<file path="config.mk">
export PLATFORM = sky130hd
export DESIGN_NAME = gmii_tx_arbiter
export DESIGN_NICKNAME = d
export VERILOG_FILES = /design/src/rtl/gmii_tx_arbiter.sv
export SDC_FILE = /design/constraint.sdc
export NUM_CORES = 1
export LEC_CHECK = 0
export CORE_MARGIN = 5
export CORE_UTILIZATION = 52
export CTS_CLUSTER_SIZE = 40
export DETAILED_ROUTE_END_ITERATION = 6
export PLACE_DENSITY = 0.86
export SETUP_SLACK_MARGIN = 0.5
export SLEW_MARGIN = 20
export SYNTH_ARGS = -nofsm -noshare
export SYNTH_HDL_FRONTEND = slang
export SYNTH_SLANG_ARGS = --single-unit
</file>
<file path="constraint.sdc">
create_clock -name clk -period 3.3 [get_ports clk]
set_clock_uncertainty 0.05 [all_clocks]
set_input_delay 0.66 -clock clk [delete_from_list [all_inputs] [get_ports clk]]
set_output_delay 0.66 -clock clk [all_outputs]
set_load 0.01 [all_outputs]
</file>
<file path="src/rtl/gmii_tx_arbiter.sv">
// gmii_tx_arbiter
//   Shares one GMII transmit path among N_PORT FWFT frame sources. For each frame it
//   picks one source, emits 7x 0x55 preamble and the 0xD5 SFD, streams the payload,
//   zero-pads it to MIN_PLD bytes, then holds the line idle for the downstream
//   FCS (CRC_BYTES) plus the inter-frame gap (IFG_BYTES).
// Ports
//   clk, rst_n          GMII clock, asynchronous active-low reset
//   src_valid[N]        port i has a complete frame, first byte presented (FWFT)
//   src_data[8N]        byte of port i on [8i+7:8i]
//   src_last[N]         current byte is the last payload byte of the frame
//   src_err[N]          current byte is errored
//   src_rd[N]           pop strobe toward the granted source (combinational)
//   gnt[N]              one-hot owner of the current frame (registered)
//   out_dv/out_er/out_data  GMII toward the CRC appender (registered)
module gmii_tx_arbiter #(
  parameter int unsigned N_PORT    = 4,
  parameter int unsigned IFG_BYTES = 12,
  parameter int unsigned CRC_BYTES = 4,
  parameter int unsigned MIN_PLD   = 60,
  parameter int unsigned MAX_PLD   = 1514,
  parameter bit          PRIO_EN   = 1'b0
) (
  input  logic                  clk,
  input  logic                  rst_n,
  input  logic [N_PORT-1:0]     src_valid,
  input  logic [8*N_PORT-1:0]   src_data,
  input  logic [N_PORT-1:0]     src_last,
  input  logic [N_PORT-1:0]     src_err,
  output logic [N_PORT-1:0]     src_rd,
  output logic [N_PORT-1:0]     gnt,
  output logic                  out_dv,
  output logic                  out_er,
  output logic [7:0]            out_data
);

  localparam int unsigned PW      = (N_PORT > 1) ? $clog2(N_PORT) : 1;
  localparam int unsigned PW1     = PW + 1;
  localparam int unsigned CW      = 11;
  localparam int unsigned GAP_LEN = CRC_BYTES + IFG_BYTES;
  localparam int unsigned PHW     = $clog2(GAP_LEN + 8);
  // The arbitration cycle already emits the first 0x55, so PRE covers the other six.
  localparam int unsigned PRE_LAST = 5;

  typedef enum logic [2:0] {
    S_IDLE, S_PRE, S_SFD, S_PLD, S_PAD, S_GAP
  } state_t;

  state_t            state, state_n;
  logic [PW-1:0]     gidx, gidx_n;
  logic [PW-1:0]     ptr, ptr_n;
  logic [N_PORT-1:0] gnt_n;
  logic [CW-1:0]     byte_cnt, byte_cnt_n, byte_inc;
  logic [PHW-1:0]    ph_cnt, ph_cnt_n;
  logic              dv_n, er_n;
  logic [7:0]        data_n;

  logic              cur_valid, cur_last, cur_err;
  logic [7:0]        cur_data;
  logic [PW-1:0]     win_idx;
  logic              win_found;
  logic [PW1-1:0]    cand;

  // Signals of the currently granted source.
  always_comb begin
    cur_valid = 1'b0;
    cur_last  = 1'b0;
    cur_err   = 1'b0;
    cur_data  = 8'h00;
    for (int i = 0; i < N_PORT; i++) begin
      if (gidx == PW'(i)) begin
        cur_valid = src_valid[i];
        cur_last  = src_last[i];
        cur_err   = src_err[i];
        cur_data  = src_data[8*i +: 8];
      end
    end
  end

  // Round-robin scan starting at ptr (the port after the last winner); optional
  // strict priority for port 0 overrides it.
  always_comb begin
    win_idx   = '0;
    win_found = 1'b0;
    cand      = '0;
    for (int i = 0; i < N_PORT; i++) begin
      cand = {1'b0, ptr} + PW1'(i);
      if (cand >= PW1'(N_PORT)) cand = cand - PW1'(N_PORT);
      if (!win_found && src_valid[cand[PW-1:0]]) begin
        win_found = 1'b1;
        win_idx   = cand[PW-1:0];
      end
    end
    if (PRIO_EN && src_valid[0]) win_idx = '0;
  end

  // Payload counter saturates so huge frames cannot wrap back under MAX_PLD.
  assign byte_inc = (byte_cnt == '1) ? byte_cnt : byte_cnt + CW'(1);

  // Next-state and next-output logic.
  always_comb begin
    state_n    = state;
    gidx_n     = gidx;
    ptr_n      = ptr;
    gnt_n      = gnt;
    byte_cnt_n = byte_cnt;
    ph_cnt_n   = ph_cnt;
    dv_n       = 1'b0;
    er_n       = 1'b0;
    data_n     = 8'h00;
    src_rd     = '0;
    case (state)
      S_IDLE: begin
        if (|src_valid) begin
          gnt_n      = N_PORT'(1) << win_idx;
          gidx_n     = win_idx;
          ptr_n      = (win_idx == PW'(N_PORT - 1)) ? '0 : win_idx + PW'(1);
          byte_cnt_n = '0;
          ph_cnt_n   = '0;
          dv_n       = 1'b1;
          data_n     = 8'h55;
          state_n    = S_PRE;
        end
      end
      S_PRE: begin
        dv_n   = 1'b1;
        data_n = 8'h55;
        if (ph_cnt == PHW'(PRE_LAST)) state_n = S_SFD;
        else                          ph_cnt_n = ph_cnt + PHW'(1);
      end
      S_SFD: begin
        dv_n    = 1'b1;
        data_n  = 8'hD5;
        state_n = S_PLD;
      end
      S_PLD: begin
        dv_n = 1'b1;
        if (cur_valid) begin
          src_rd     = gnt;
          data_n     = cur_data;
          er_n       = cur_err | (byte_cnt >= CW'(MAX_PLD));
          byte_cnt_n = byte_inc;
          if (cur_last) begin
            if (byte_cnt < CW'(MIN_PLD - 1)) begin
              state_n = S_PAD;
            end else begin
              state_n  = S_GAP;
              gnt_n    = '0;
              ph_cnt_n = '0;
            end
          end
        end else begin
          // Source underrun: mark the hole and keep waiting; nothing is popped.
          er_n   = 1'b1;
          data_n = 8'h00;
        end
      end
      S_PAD: begin
        dv_n       = 1'b1;
        byte_cnt_n = byte_inc;
        if (byte_cnt == CW'(MIN_PLD - 1)) begin
          state_n  = S_GAP;
          gnt_n    = '0;
          ph_cnt_n = '0;
        end
      end
      S_GAP: begin
        if (ph_cnt == PHW'(GAP_LEN - 1)) state_n = S_IDLE;
        else                             ph_cnt_n = ph_cnt + PHW'(1);
      end
      default: state_n = S_IDLE;
    endcase
  end

  // State and registered outputs.
  always_ff @(posedge clk or negedge rst_n) begin
    if (!rst_n) begin
      state    <= S_IDLE;
      gidx     <= '0;
      ptr      <= '0;
      gnt      <= '0;
      byte_cnt <= '0;
      ph_cnt   <= '0;
      out_dv   <= 1'b0;
      out_er   <= 1'b0;
      out_data <= 8'h00;
    end else begin
      state    <= state_n;
      gidx     <= gidx_n;
      ptr      <= ptr_n;
      gnt      <= gnt_n;
      byte_cnt <= byte_cnt_n;
      ph_cnt   <= ph_cnt_n;
      out_dv   <= dv_n;
      out_er   <= er_n;
      out_data <= data_n;
    end
  end

endmodule

</file>
==> impl_metrics.py <==
metrics = {
    "routing": {
        "routed_wl_um": 5930,
        "vias_per_cell": 5.84,
        "via_count": 2072,
        "dr.first_iter.drc_count": 117,
        "antenna_left": 0,
        "wire_per_inst_um": 16.7,
        "drc": 0,
        "drt-pass1-iter-count": 4,
    },
    "min_path": {
        "hold_path_class": "flip-flop to flip-flop",
    },
    "setup_path": {
        "worstPathMaxFanout": 5,
        "path_cells": "clkdlybuf4s50_1 -> mux4_2 -> nand2_4 -> nor2_1 -> dlygate4sd2_1",
        "required_ns": 2.59,
        "crit_type": "input pin to primary output",
        "endpoint_kind": "primary output",
        "slowest_stage": "mux4_2",
        "max_stage_delay_ns": 0.51,
        "reg2reg_slack_ns": 0.89,
        "start_kind": "input pin",
        "cp.arrival_ns": 2.03,
    },
    "global_routing": {
        "grt_pass1_vias": 2116,
        "antenna_found_initial": 0,
        "grt_usage_pct": 21.3,
        "grt_overflow": 0,
        "grt_pass1_wl_um": 10000,
        "grt_max_degree": 38,
    },
    "floorplanning": {
        "coreArea_um2": 4290,
        "fp.dieW_um": 76.2,
        "start_util_pct": 53.1,
        "top_level_ports": 64,
        "rows": 24,
        "die_area_um2": 5810,
        "die_h_um": 76.2,
    },
    "final_layout": {
        "final_area_um2": 3090,
        "layout.nets": 357,
        "drive_above_1_share_pct": 11.6,
        "n_antenna_cell": 0,
        "syn2layout_area_growth_pct": 35.7,
    },
    "clock_network": {
        "cts_root_buf": "clkbuf_8",
        "cts_tree": "done",
        "cts_buffers": 5,
        "clockBufferDepth": 2,
        "clkTransAtPathRegs_ns": 0.07,
        "cts_sinks": 37,
        "cts_hold_buf": 0,
        "htreeDepth": 2,
        "clock_latency_ns": 0.29,
    },
    "placed_design": {
        "gp_congestion": 0.898,
        "place_ws_ns": 0.219,
        "dpl_cell_area_um2": 3000,
        "dp.final_hpwl_um": 4610,
        "port_buffers": 63,
    },
    "power_and_ir_drop": {
        "ir_worst_vdd_mv": 0.478,
        "cellPowerDensity_nw_per_um2": 695,
        "p_total_uw": 2150,
        "p_leak_uw": 0.00132,
    },
    "sta": {
        "finalHoldViolations": 0,
        "rsz0062_at_grt": "false",
        "finalWorstSetupSlack_ns": 0.557,
        "fmax_ghz": 0.365,
        "relSlewSlack_pct": 57.0,
        "setup_violations": 0,
        "tightest_slew_ns": 0.640,
        "fin_crit_sh_pct": 83.1,
        "tns_ns": 0,
        "min_period_ns": 2.74,
        "whs_ns": 0.495,
        "final_max_slew_viol_count": 0,
    },
    "logic_synthesis": {
        "syn-num-nets": 286,
        "synthTopCellsByArea": "dfrtp_1 41%, mux4_2 11%, ha_1 4.9%",
        "synth-edff-count": 0,
        "synth.avg_cell_area_um2": 9.86,
        "yosys_register_bits": 37,
        "yosys-top-cells-count": "37 x dfrtp_1, 29 x nand2_1, 18 x nor2_1",
        "yosys.cell_count.top_type": "dfrtp_1",
        "synth_async_sr_flop_share_pct": 100,
        "synth_area_leader_cell": "dfrtp_1",
        "yosysWarnings": 0,
        "synth_area_um2": 2280,
        "yosysUniqueCellTypes": 48,
        "synth_flop_cell": "dfrtp_1",
        "synth-seq-area-share_pct": 40.6,
        "netlist_instances": 231,
        "synth_top_area_share_pct": 40.6,
    },
    "outcome": {
        "run_status": "finished, final reports clean",
    },
    "job": {
        "max_cap_viol_count": 0,
    },
}
registers in the layout, indices dropped and copies added (netlist names):
register / flops
byte_cnt: 11
ph_cnt: 5
out_dv: 1
state: 3
gnt: 4
out_er: 1
gidx: 2
ptr: 2
out_data: 8
per-stage QoR:
stage,instances,utilization (%)
floorplan,231,-
global placement,346,69.9
global route,355,72.0
detailed placement,346,69.9
CTS,355,71.9
finish,355,72.0
area by class of cell:
type                    count  area (um2)
clock buffers               6        72.6
clock inverters             2        10.0
fillers                   327        1200
inverters                  14        52.6
multi-input cells         171        1260
flip-flops and latches     37         926
well taps                  52        65.1
repair buffers             73         702
final timing paths:
path | startpoint | to | depth (start not counted)
worst max-delay path | src_valid[1] | src_rd[1] | 5
worst min-delay path | gnt[1] | gnt[1] | 2
worst max register to register | state[2] | byte_cnt[5] | 6
worst min register to register | gnt[1] | gnt[1] | 2
max in group asynchronous | rst_n | ptr[0] | 2
min in group asynchronous | rst_n | out_data[3] | 2
placed cells by master (no fill, tap or decap), drive strengths merged, types with 6 or more instances in the layout:
master / count
buf: 10
nand2: 30
nor2: 18
clkbuf: 6
mux4: 11
o21ai: 13
inv: 14
nand3: 10
or3: 6
dfrtp: 37
mux2i: 6
clkdlybuf4s50: 57
ha: 9
a21oi: 11
report_power, final:
part / internal, uW / switching, uW
Clock: 146 / 157
Sequential: 592 / 160
Combinational: 543 / 551
Total: 1280 / 867
repair_timing:
action | in CTS | in global routing
pin swaps | 1 | 1
gates resized for setup | 7 | 3
buffers inserted | 1 | 0
endpoints found under the setup margin | 4 | 3
cloned | 0 | 0
cells by family (layout without fill, tap and decap cells):
group           after synthesis  after routing  synth area share, %
compound gates               48             48                 14.1
fa+ha+maj                     9              9                 4.94
simple gates                 94             94                 21.4
buf+inv                      23             95                 4.06
flops                        37             37                 40.6
xor+xnor                      1              1                0.384
mux                          19             19                 14.5
metal layers:
layer | up-vias | GRT usage, % | part of all wire, %
met4 | 0 | 7.69 | 2.8
met3 | 18 | 5.08 | 4.3
met2 | 49 | 37.8 | 54
met5 | - | 0 | 0
li1 | 990 | - | -
met1 | 1015 | 24.9 | 39
critical path: cells and delay by family:
kind | cells | cell delay (ns)
mux | 1 | 0.51
buf+inv | 2 | 0.70
simple gates | 2 | 0.16
Power figures use the tool's default switching activity.
